==> src/rtl/transaction_sequencer_if.sv <==
// transaction_sequencer_if: control/status bundle between the main controller and the step sequencer.
// Carries skip_mask only when STEP_SKIP_EN is defined.
interface transaction_sequencer_if #(
    parameter int NUM_STEPS = 4,
    parameter int STEP_W    = 3,
    parameter int TIMEOUT_W = 16
);
    logic                 start;
    logic                 abort;
    logic [NUM_STEPS-1:0] done_in;
    logic [TIMEOUT_W-1:0] timeout_limit;
`ifdef STEP_SKIP_EN
    logic [NUM_STEPS-1:0] skip_mask;
`endif
    logic [STEP_W-1:0]    step;
    logic                 step_start;
    logic                 busy;
    logic                 finished;
    logic                 aborted;
    logic                 error;
    logic [STEP_W-1:0]    error_step;
    logic [1:0]           retry_count;

    modport master (
`ifdef STEP_SKIP_EN
        output skip_mask,
`endif
        output start, abort, done_in, timeout_limit,
        input  step, step_start, busy, finished, aborted, error, error_step, retry_count
    );

    modport slave (
`ifdef STEP_SKIP_EN
        input  skip_mask,
`endif
        input  start, abort, done_in, timeout_limit,
        output step, step_start, busy, finished, aborted, error, error_step, retry_count
    );
endinterface

==> src/rtl/transaction_sequencer.sv <==
// transaction_sequencer: parametrised step sequencer with per-step timeout and bounded retry.
// Optional STEP_SKIP_EN adds skip_mask so advances jump straight to the next unskipped step.
module transaction_sequencer #(
    parameter int NUM_STEPS = 4,
    parameter int STEP_W    = 3,
    parameter int TIMEOUT_W = 16,
    parameter int MAX_RETRY = 2
) (
    input logic clock,
    input logic reset,
    transaction_sequencer_if.slave bus
);
    typedef enum logic [2:0] {IDLE, ISSUE, RUN, FINISH, FAIL} state_t;

    state_t               r_state, w_next;
    logic [STEP_W-1:0]    r_step, w_step, r_err_step, w_err_step, w_adv, w_first;
    logic [TIMEOUT_W-1:0] r_timer;
    logic [1:0]           r_retry, w_retry;
    logic                 r_error, w_error, r_aborted, w_aborted;
    logic [NUM_STEPS-1:0] w_skip, w_sel;
    logic                 w_done, w_timeout, w_kill;

`ifdef STEP_SKIP_EN
    assign w_skip = bus.skip_mask;
`else
    assign w_skip = '0;
`endif

    // Only the active step's done line matters; step 0 shifts the select out of range.
    assign w_sel     = NUM_STEPS'(1) << (r_step - STEP_W'(1));
    assign w_done    = |(bus.done_in & w_sel);
    assign w_timeout = (bus.timeout_limit != '0) && (r_timer == bus.timeout_limit - TIMEOUT_W'(1));
    assign w_kill    = bus.abort && (r_state == ISSUE || r_state == RUN);

    // Lowest unskipped step above the current one (w_adv) and above zero (w_first); 0 means none.
    always_comb begin
        w_adv   = '0;
        w_first = '0;
        for (int i = NUM_STEPS - 1; i >= 0; i--) begin
            if (!w_skip[i] && i >= int'(r_step)) w_adv = STEP_W'(i + 1);
            if (!w_skip[i]) w_first = STEP_W'(i + 1);
        end
    end

    always_comb begin
        w_next     = r_state;
        w_step     = r_step;
        w_retry    = r_retry;
        w_error    = r_error;
        w_err_step = r_err_step;
        w_aborted  = 1'b0;
        case (r_state)
            IDLE, FAIL: if (bus.start) begin
                w_step     = w_first;
                w_retry    = '0;
                w_error    = 1'b0;
                w_err_step = '0;
                w_next     = (w_first == '0) ? FINISH : ISSUE;
            end
            ISSUE: w_next = RUN;
            RUN: if (w_done) begin
                w_step  = w_adv;
                w_retry = '0;
                w_next  = (w_adv == '0) ? FINISH : ISSUE;
            end else if (w_timeout) begin
                if (int'(r_retry) < MAX_RETRY) begin
                    w_retry = (r_retry == 2'd3) ? r_retry : r_retry + 2'd1;
                    w_next  = ISSUE;
                end else begin
                    w_error    = 1'b1;
                    w_err_step = r_step;
                    w_step     = '0;
                    w_next     = FAIL;
                end
            end
            FINISH: w_next = IDLE;
            default: w_next = IDLE;
        endcase
        // Abort outranks done, timeout and start; in FAIL it only clears the error.
        if (w_kill || (bus.abort && r_state == FAIL)) begin
            w_next     = IDLE;
            w_step     = '0;
            w_retry    = '0;
            w_error    = 1'b0;
            w_err_step = '0;
            w_aborted  = w_kill;
        end
    end

    always_ff @(posedge clock or posedge reset) begin
        if (reset) begin
            r_state    <= IDLE;
            r_step     <= '0;
            r_timer    <= '0;
            r_retry    <= '0;
            r_error    <= 1'b0;
            r_err_step <= '0;
            r_aborted  <= 1'b0;
        end else begin
            r_state    <= w_next;
            r_step     <= w_step;
            r_timer    <= (w_next == RUN) ? r_timer + TIMEOUT_W'(!(&r_timer)) : '0;
            r_retry    <= w_retry;
            r_error    <= w_error;
            r_err_step <= w_err_step;
            r_aborted  <= w_aborted;
        end
    end

    assign bus.step        = r_step;
    assign bus.step_start  = (r_state == ISSUE);
    assign bus.busy        = (r_state == ISSUE) || (r_state == RUN);
    assign bus.finished    = (r_state == FINISH);
    assign bus.aborted     = r_aborted;
    assign bus.error       = r_error;
    assign bus.error_step  = r_err_step;
    assign bus.retry_count = r_retry;
endmodule

==> src/flat_wrapper.sv <==
// flat-port wrapper written by rule: the top's interface ports become plain ports
module transaction_sequencer_flat 
#(
    parameter int NUM_STEPS = 4,
    parameter int STEP_W    = 3,
    parameter int TIMEOUT_W = 16,
    parameter int MAX_RETRY = 2
)
  (clock, reset, bus_start, bus_abort, bus_done_in, bus_timeout_limit, bus_step, bus_step_start, bus_busy, bus_finished, bus_aborted, bus_error, bus_error_step, bus_retry_count);
  transaction_sequencer_if #(.NUM_STEPS(NUM_STEPS), .STEP_W(STEP_W), .TIMEOUT_W(TIMEOUT_W)) bus_i ();
  input logic clock;
  input logic reset;
  input wire logic [$bits(bus_i.start)-1:0] bus_start;
  input wire logic [$bits(bus_i.abort)-1:0] bus_abort;
  input wire logic [$bits(bus_i.done_in)-1:0] bus_done_in;
  input wire logic [$bits(bus_i.timeout_limit)-1:0] bus_timeout_limit;
  output wire logic [$bits(bus_i.step)-1:0] bus_step;
  output wire logic [$bits(bus_i.step_start)-1:0] bus_step_start;
  output wire logic [$bits(bus_i.busy)-1:0] bus_busy;
  output wire logic [$bits(bus_i.finished)-1:0] bus_finished;
  output wire logic [$bits(bus_i.aborted)-1:0] bus_aborted;
  output wire logic [$bits(bus_i.error)-1:0] bus_error;
  output wire logic [$bits(bus_i.error_step)-1:0] bus_error_step;
  output wire logic [$bits(bus_i.retry_count)-1:0] bus_retry_count;
  assign bus_i.start = bus_start;
  assign bus_i.abort = bus_abort;
  assign bus_i.done_in = bus_done_in;
  assign bus_i.timeout_limit = bus_timeout_limit;
  assign bus_step = bus_i.step;
  assign bus_step_start = bus_i.step_start;
  assign bus_busy = bus_i.busy;
  assign bus_finished = bus_i.finished;
  assign bus_aborted = bus_i.aborted;
  assign bus_error = bus_i.error;
  assign bus_error_step = bus_i.error_step;
  assign bus_retry_count = bus_i.retry_count;
  transaction_sequencer #(.NUM_STEPS(NUM_STEPS), .STEP_W(STEP_W), .TIMEOUT_W(TIMEOUT_W), .MAX_RETRY(MAX_RETRY)) u_core (.clock(clock), .reset(reset), .bus(bus_i));
endmodule
==> config.mk <==
export PLATFORM = sky130hd
export DESIGN_NAME = transaction_sequencer_flat
export DESIGN_NICKNAME = d
export VERILOG_FILES = /design/src/rtl/transaction_sequencer_if.sv /design/src/rtl/transaction_sequencer.sv /design/src/flat_wrapper.sv
export SDC_FILE = /design/constraint.sdc
export NUM_CORES = 1
export LEC_CHECK = 0
export ABC_CLOCK_PERIOD_IN_PS = 5200
export CELL_PAD_IN_SITES_DETAIL_PLACEMENT = 0
export CELL_PAD_IN_SITES_GLOBAL_PLACEMENT = 1
export CORE_ASPECT_RATIO = 0.5
export CORE_MARGIN = 4
export CORE_UTILIZATION = 44
export DETAILED_ROUTE_END_ITERATION = 8
export PLACE_DENSITY = 0.93
export SLEW_MARGIN = 20
export SYNTH_ARGS = -nofsm -noshare
export SYNTH_HDL_FRONTEND = slang
export SYNTH_SLANG_ARGS = --single-unit
==> constraint.sdc <==
create_clock -name clock -period 5.2 [get_ports clock]
set_input_delay 0.78 -clock clock [delete_from_list [all_inputs] [get_ports clock]]
set_output_delay 0.78 -clock clock [all_outputs]
set_load 0.02 [all_outputs]
# Yosys cells after proc, flatten, opt, wreduce, memory -nomap -nowiden
# Cells that the tools add are included.
[totals]
ff_bits = 29
output_inout_bits = 13
[op_classes]
addsub = 4
magnitude_cmp = 5
n_eq_ne = 15
n_shift = 1
muxes = 38
bitwise_logic = 1
n_reduce_logical = 16
[op_table]
columns = ["operator", "n"]
rows = [
  ["2-to-1 mux 3 bit", 19],
  ["adder 16 x 1 -> 16 bit", 1],
  ["equality test 16 bit", 1],
  ["2-to-1 mux 16 bit", 1],
  ["AND reduction 16 bit", 1],
  ["nonzero test 16 bit", 1],
  ["subtractor 16 x 1 -> 16 bit, second input constant", 1],
  ["2-to-1 mux 2 bit", 7],
  ["case mux 3 bit (2 select lines)", 2],
  ["AND reduction 5 bit", 2],
  ["equality test 3 x 2 -> 1 bit, second input constant", 3],
  ["case mux 3 bit (3 select lines)", 1],
  ["!= test 4 x 1 -> 1 bit, second input constant", 2],
  ["!= test 4 x 3 -> 1 bit, second input constant", 2],
  ["greater-or-equal comparator 1 x 3 -> 1 bit, first input constant", 2],
  ["greater-or-equal comparator 2 x 3 -> 1 bit, first input constant", 2],
  ["logical NOT 3 bit", 2],
  ["2-to-1 mux 1 bit", 6],
  ["!= test 3 bit, second input constant", 2],
  ["AND 4 bit", 1],
  ["case mux 2 bit (2 select lines)", 1],
  ["AND reduction 4 bit", 1],
  ["OR reduction 4 bit", 1],
  ["<< shifter 1 x 3 -> 4 bit, first input constant", 1],
  ["14 further kinds", 17],
]

# Depth between registers and ports, before layout
[depth]
ltp_word = 12
depth_mapped = 11
depth_no_buf = 11

# Worst setup path before layout
# Ideal clock, no wire load.
[synth_timing]
path_type = "input to register"
from = "in bus_timeout_limit[3]"
to = "reg u_core.r_step[0], in the netlist u_core.bus.step[0]"
setup_ps = 125
arrival_time_ps = 2872
required_ps = 5075
path_slack_ps = 2204
stages = 8
path_buffers = 2
cell_sequence = "buf_6 or4_4 nor3_1 a31oi_1 or4_1 buf_2 o22ai_2 mux2_2"
[synth_via]
elab_chain_len = 5
elab_cells_between_ends = 6
classes_between = "add/sub: 1; eq/ne: 2; reduce/logical: 3"
[synth_lines]
columns = ["element", "line_no", "text"]
rows = [
  ["start, declared", "flat_wrapper.sv:16", "input wire logic [$bits(bus_i.timeout_limit)-1:0] bus_timeout_limit;"],
  ["subtractor 16 x 1 -> 16 bit", "transaction_sequencer.sv:32", "assign w_timeout = (bus.timeout_limit != '0) && (r_timer == bus.timeout_limit - TIMEOUT_W'(1));"],
  ["equality test 16 bit", "transaction_sequencer.sv:32", ""],
  ["logical AND 1 bit (*)", "transaction_sequencer.sv:32", ""],
  ["!= test 4 x 1 -> 1 bit (no line) (*)", "-", ""],
  ["AND reduction 4 bit (no line) (*)", "-", ""],
  ["end signal, assigned", "transaction_sequencer.sv:101", "r_step <= w_step;"],
  ["end, declared", "transaction_sequencer.sv:16", "logic [STEP_W-1:0] r_step, w_step, r_err_step, w_err_step, w_adv, w_first;"],
]
# Mark *: on every way between the ends. The rest lies on a longest branch, timed or not.
# A chain may end at the register's enable or synchronous reset.

# Final worst setup path
[layout_timing]
from = "in bus_timeout_limit[0]"
to = "reg u_core.r_step[0], in the netlist u_core.bus.step[0]"
# The elaborated chain is that of the path after synthesis.

==> flow_summary_export.csv <==
group,metric,value,unit
timing,timing.setup.tns,0,ns
power_and_ir_drop,p_leak,1.043,nW
finish,n_antenna_cell,0,
worst_setup_path,required,5.36,ns
synthesis,ys_seq_elements,29,
route,dr.first_iter.drc_count,135,
timing,final_hold_viol_count,0,
finish,nNetsFinal,319,
global_route,grt_pass1_wl,8887,um
finish,fin_cells,362,
floorplanning,ios,37,
timing,rsz0062_at_grt,"false",
timing,tightestPinTransition,0.8635,ns
clock_network,cts_sinks,29,
floorplanning,rows,18,
worst_setup_path,worst_setup_path_end_kind,"register",
finish,multiInputGateArea,1449,sq um
timing,final.period_utilization,0.6824,
global_route,grt_antenna_before_repair,0,
worst_setup_path,rrSetupSlack,2.61,ns
floorplanning,core_area,4977,sq um
worst_setup_path,crit_path_start_kind,"input pin",
timing,finalCriticalPeriod,3.549,ns
floorplanning,dieArea,6492,sq um
clock_network,clockBufferDepth,2,
power_and_ir_drop,irDropWorstVdd,148.4,uV
synthesis,yosysSeqAreaShare,0.3169,
clock_network,post-cts-setup-buffers,0,
timing,slew_violations,0,
floorplanning,die_y,59.01,um
flow_run,max_cap_violations,0,
route,drc,0,
synthesis,synth_edf_count,0,
route,drt-wirelength-per-cell,14.31,um
finish,final_layout_size_suffix_gt1_frac,0.08562,
floorplanning,initial_utilization,0.4600,
synthesis,synthTopCellsByCount,"30 x nor2_1, 29 x dfrtp_1, 18 x nand2_1, 18 x xnor2_1, 14 x xor2_1",
synthesis,yosysWarnings,0,
synthesis,syn_nets,286,
clock_network,cts.repair.resized,0,
synthesis,syn_area_per_cell,8.875,sq um
timing,slew_headroom,0.4243,
global_route,grt_util_all_layers,0.1746,
power_and_ir_drop,p_per_area,246.8,nW/um^2
clock_network,root_buffer,"clkbuf_8",
synthesis,synth_area_leaders,"dfrtp_1 32%, xnor2_1 6.9%, xor2_1 5.4%, nor2_1 4.9%, nand2_1 3.0%",
placed_design,dp.cells,354,
worst_setup_path,crit_fanout,7,
synthesis,async_reset_ff_frac,1.000,
min_path,hold_path_class,"register to register",
synthesis,yosys.area.top_type,"dfrtp_1",
synthesis,ys_types,59,
clock_network,clk_pin_slew,0.06,ns
worst_setup_path,crit_chain,"clkdlybuf4s50_1 > inv_1 > ha_1 > nor4b_4 > nand3_1 > o21ai_0 > o2111ai_1 > or4_1 > o22ai_2 > mux2_2",
finish,ff_latch_area,725.7,sq um
route,vias,1984,
run_status,status,"completed",
placed_design,place.detailed.hpwl,4028,um
global_route,grt_max_degree,30,
power_and_ir_drop,finalPower,0.0006768,W
synthesis,synthCells,258,
timing,clock_skew,0.009685,ns
synthesis,syn_area,2290,sq um
route,viasPerCell,5.481,
clock_network,clk_latency,0.28,ns
synthesis,synth_top_cell_area_share,0.3169,
route,ant_nets,0,
route,first_pass_iters,4,
placed_design,routabilityCongestion,0.8624,
floorplanning,die_w,110.0,um
global_route,grt_pass1_vias,1914,
finish,fillers,453,
worst_setup_path,slowest_stage,"or4_1",
timing,setup_viol,0,
global_route,grt-ovfl-total,0,
synthesis,yosys_most_used_dff,"dfrtp_1",
clock_network,ctsHoldBuffers,0,
clock_network,htree_levels,2,
placed_design,io_buffers,36,
synthesis,yosysMostFrequentCell,"nor2_1",
timing,max_freq,0.2818,GHz
finish,syn_to_final_growth,19.78,%
clock_network,cts_tree,"yes",
worst_setup_path,critPathMaxStageDelay,0.59,ns
worst_setup_path,crit_arrival,3.71,ns
clock_network,cts_inserted_buffers,5,
route,drt_wl_total,5181,um
worst_setup_path,crit_type,"input pin to register",
[sequential cells by signal (all words and copies together) (netlist names)]
register	count
u_core.bus.aborted	1
u_core.bus.error	1
u_core.bus.error_step	3
u_core.bus.retry_count	2
u_core.bus.step	3
u_core.r_state	3
u_core.r_timer	16
[path summary, 6_finish.rpt]
check / start / endpoint / cells after the start
worst min-delay path: u_core.bus.error / u_core.bus.error / 1
worst max-delay path: bus_timeout_limit[0] / u_core.bus.step[0] / 10
worst max register to register: u_core.r_timer[9] / u_core.bus.step[0] / 6
min in group asynchronous: reset / u_core.r_timer[10] / 2
worst min register to register: u_core.bus.error / u_core.bus.error / 1
max in group asynchronous: reset / u_core.bus.error_step[0] / 2
[metal layers]
| metal | share of wire | wire [um] | vias up | track usage |
|---|---|---|---|---|
| li1 | - | - | 999 | - |
| met1 | 0.50 | 2576 | 949 | 0.2348 |
| met2 | 0.46 | 2384 | 30 | 0.2897 |
| met3 | 0.032 | 165 | 6 | 0.03591 |
| met4 | 0.010 | 54 | 0 | 0.04618 |
| met5 | 0 | 0 | - | 0 |
[per-stage QoR]
stage               setup WS (ns)  utilization  instance area [sq um]  hold WS, ns
detailed placement          1.376       0.5344                   2660       0.4861
finish                      1.651       0.5510                   2743       0.4895
global route                1.388       0.5510                   2743       0.5282
global placement            1.470       0.5344                   2660       0.4806
floorplan                   2.204            -                   2290       0.5315
CTS                         1.654       0.5510                   2743       0.4989
[cell usage in the layout (no fill, tap or decap), types with 5 or more instances in the layout]
| cell | synthesis | final |
|---|---|---|
| clkdlybuf4s50_1 | 0 | 36 |
| nand4_1 | 7 | 7 |
| o211ai_1 | 7 | 7 |
| nand2_1 | 18 | 18 |
| dfrtp_1 | 29 | 29 |
| clkbuf_8 | 0 | 5 |
| xor2_1 | 14 | 14 |
| xnor2_1 | 18 | 18 |
| nand2b_1 | 7 | 7 |
| nor4_1 | 5 | 5 |
| a21oi_1 | 10 | 10 |
| inv_1 | 10 | 9 |
| nor2_1 | 30 | 30 |
| nor3_1 | 11 | 11 |
| and2_1 | 6 | 6 |
| nand3_1 | 11 | 11 |
[area by class of cell]
class / count / area share
Sequential cell: 29 / 0.2646
Tap cell: 70 / 0.03193
Clock inverter: 2 / 0.003650
Clock buffer: 6 / 0.02646
Timing Repair Buffer: 36 / 0.1314
Multi-Input combinational cell: 209 / 0.5283
Inverter: 10 / 0.01369
[cells by family (layout without fill, tap and decap cells)]
| kind of cell | after synthesis | count (layout) | synth area share |
|---|---|---|---|
| AO/OA/AOI/OAI | 45 | 45 | 0.1530 |
| buffers and inverters | 20 | 54 | 0.05027 |
| AND/OR/NAND/NOR | 125 | 125 | 0.3219 |
| XOR/XNOR | 32 | 32 | 0.1224 |
| multiplexers | 3 | 3 | 0.01366 |
| adder cells (fa/ha/maj) | 4 | 4 | 0.02186 |
| flip-flops | 29 | 29 | 0.3169 |
[power breakdown]
part	switching, W	leakage (nW)	total (W)	internal, W
sequential	0.0000225	0.398	0.000262	0.000240
clock	0.0000829	0.0450	0.000175	0.0000924
combinational	0.000132	0.600	0.000239	0.000107
total	0.000237	1.04	0.000677	0.000439
[worst max-delay path: cells and delay by family]
family	cells	cell delay (ns)
mux	1	0.36
compound gates	3	0.57
buf+inv	2	0.61
simple gates	3	1.17
fa+ha+maj	1	0.21
No activity file was read; power rests on OpenSTA's default activity.
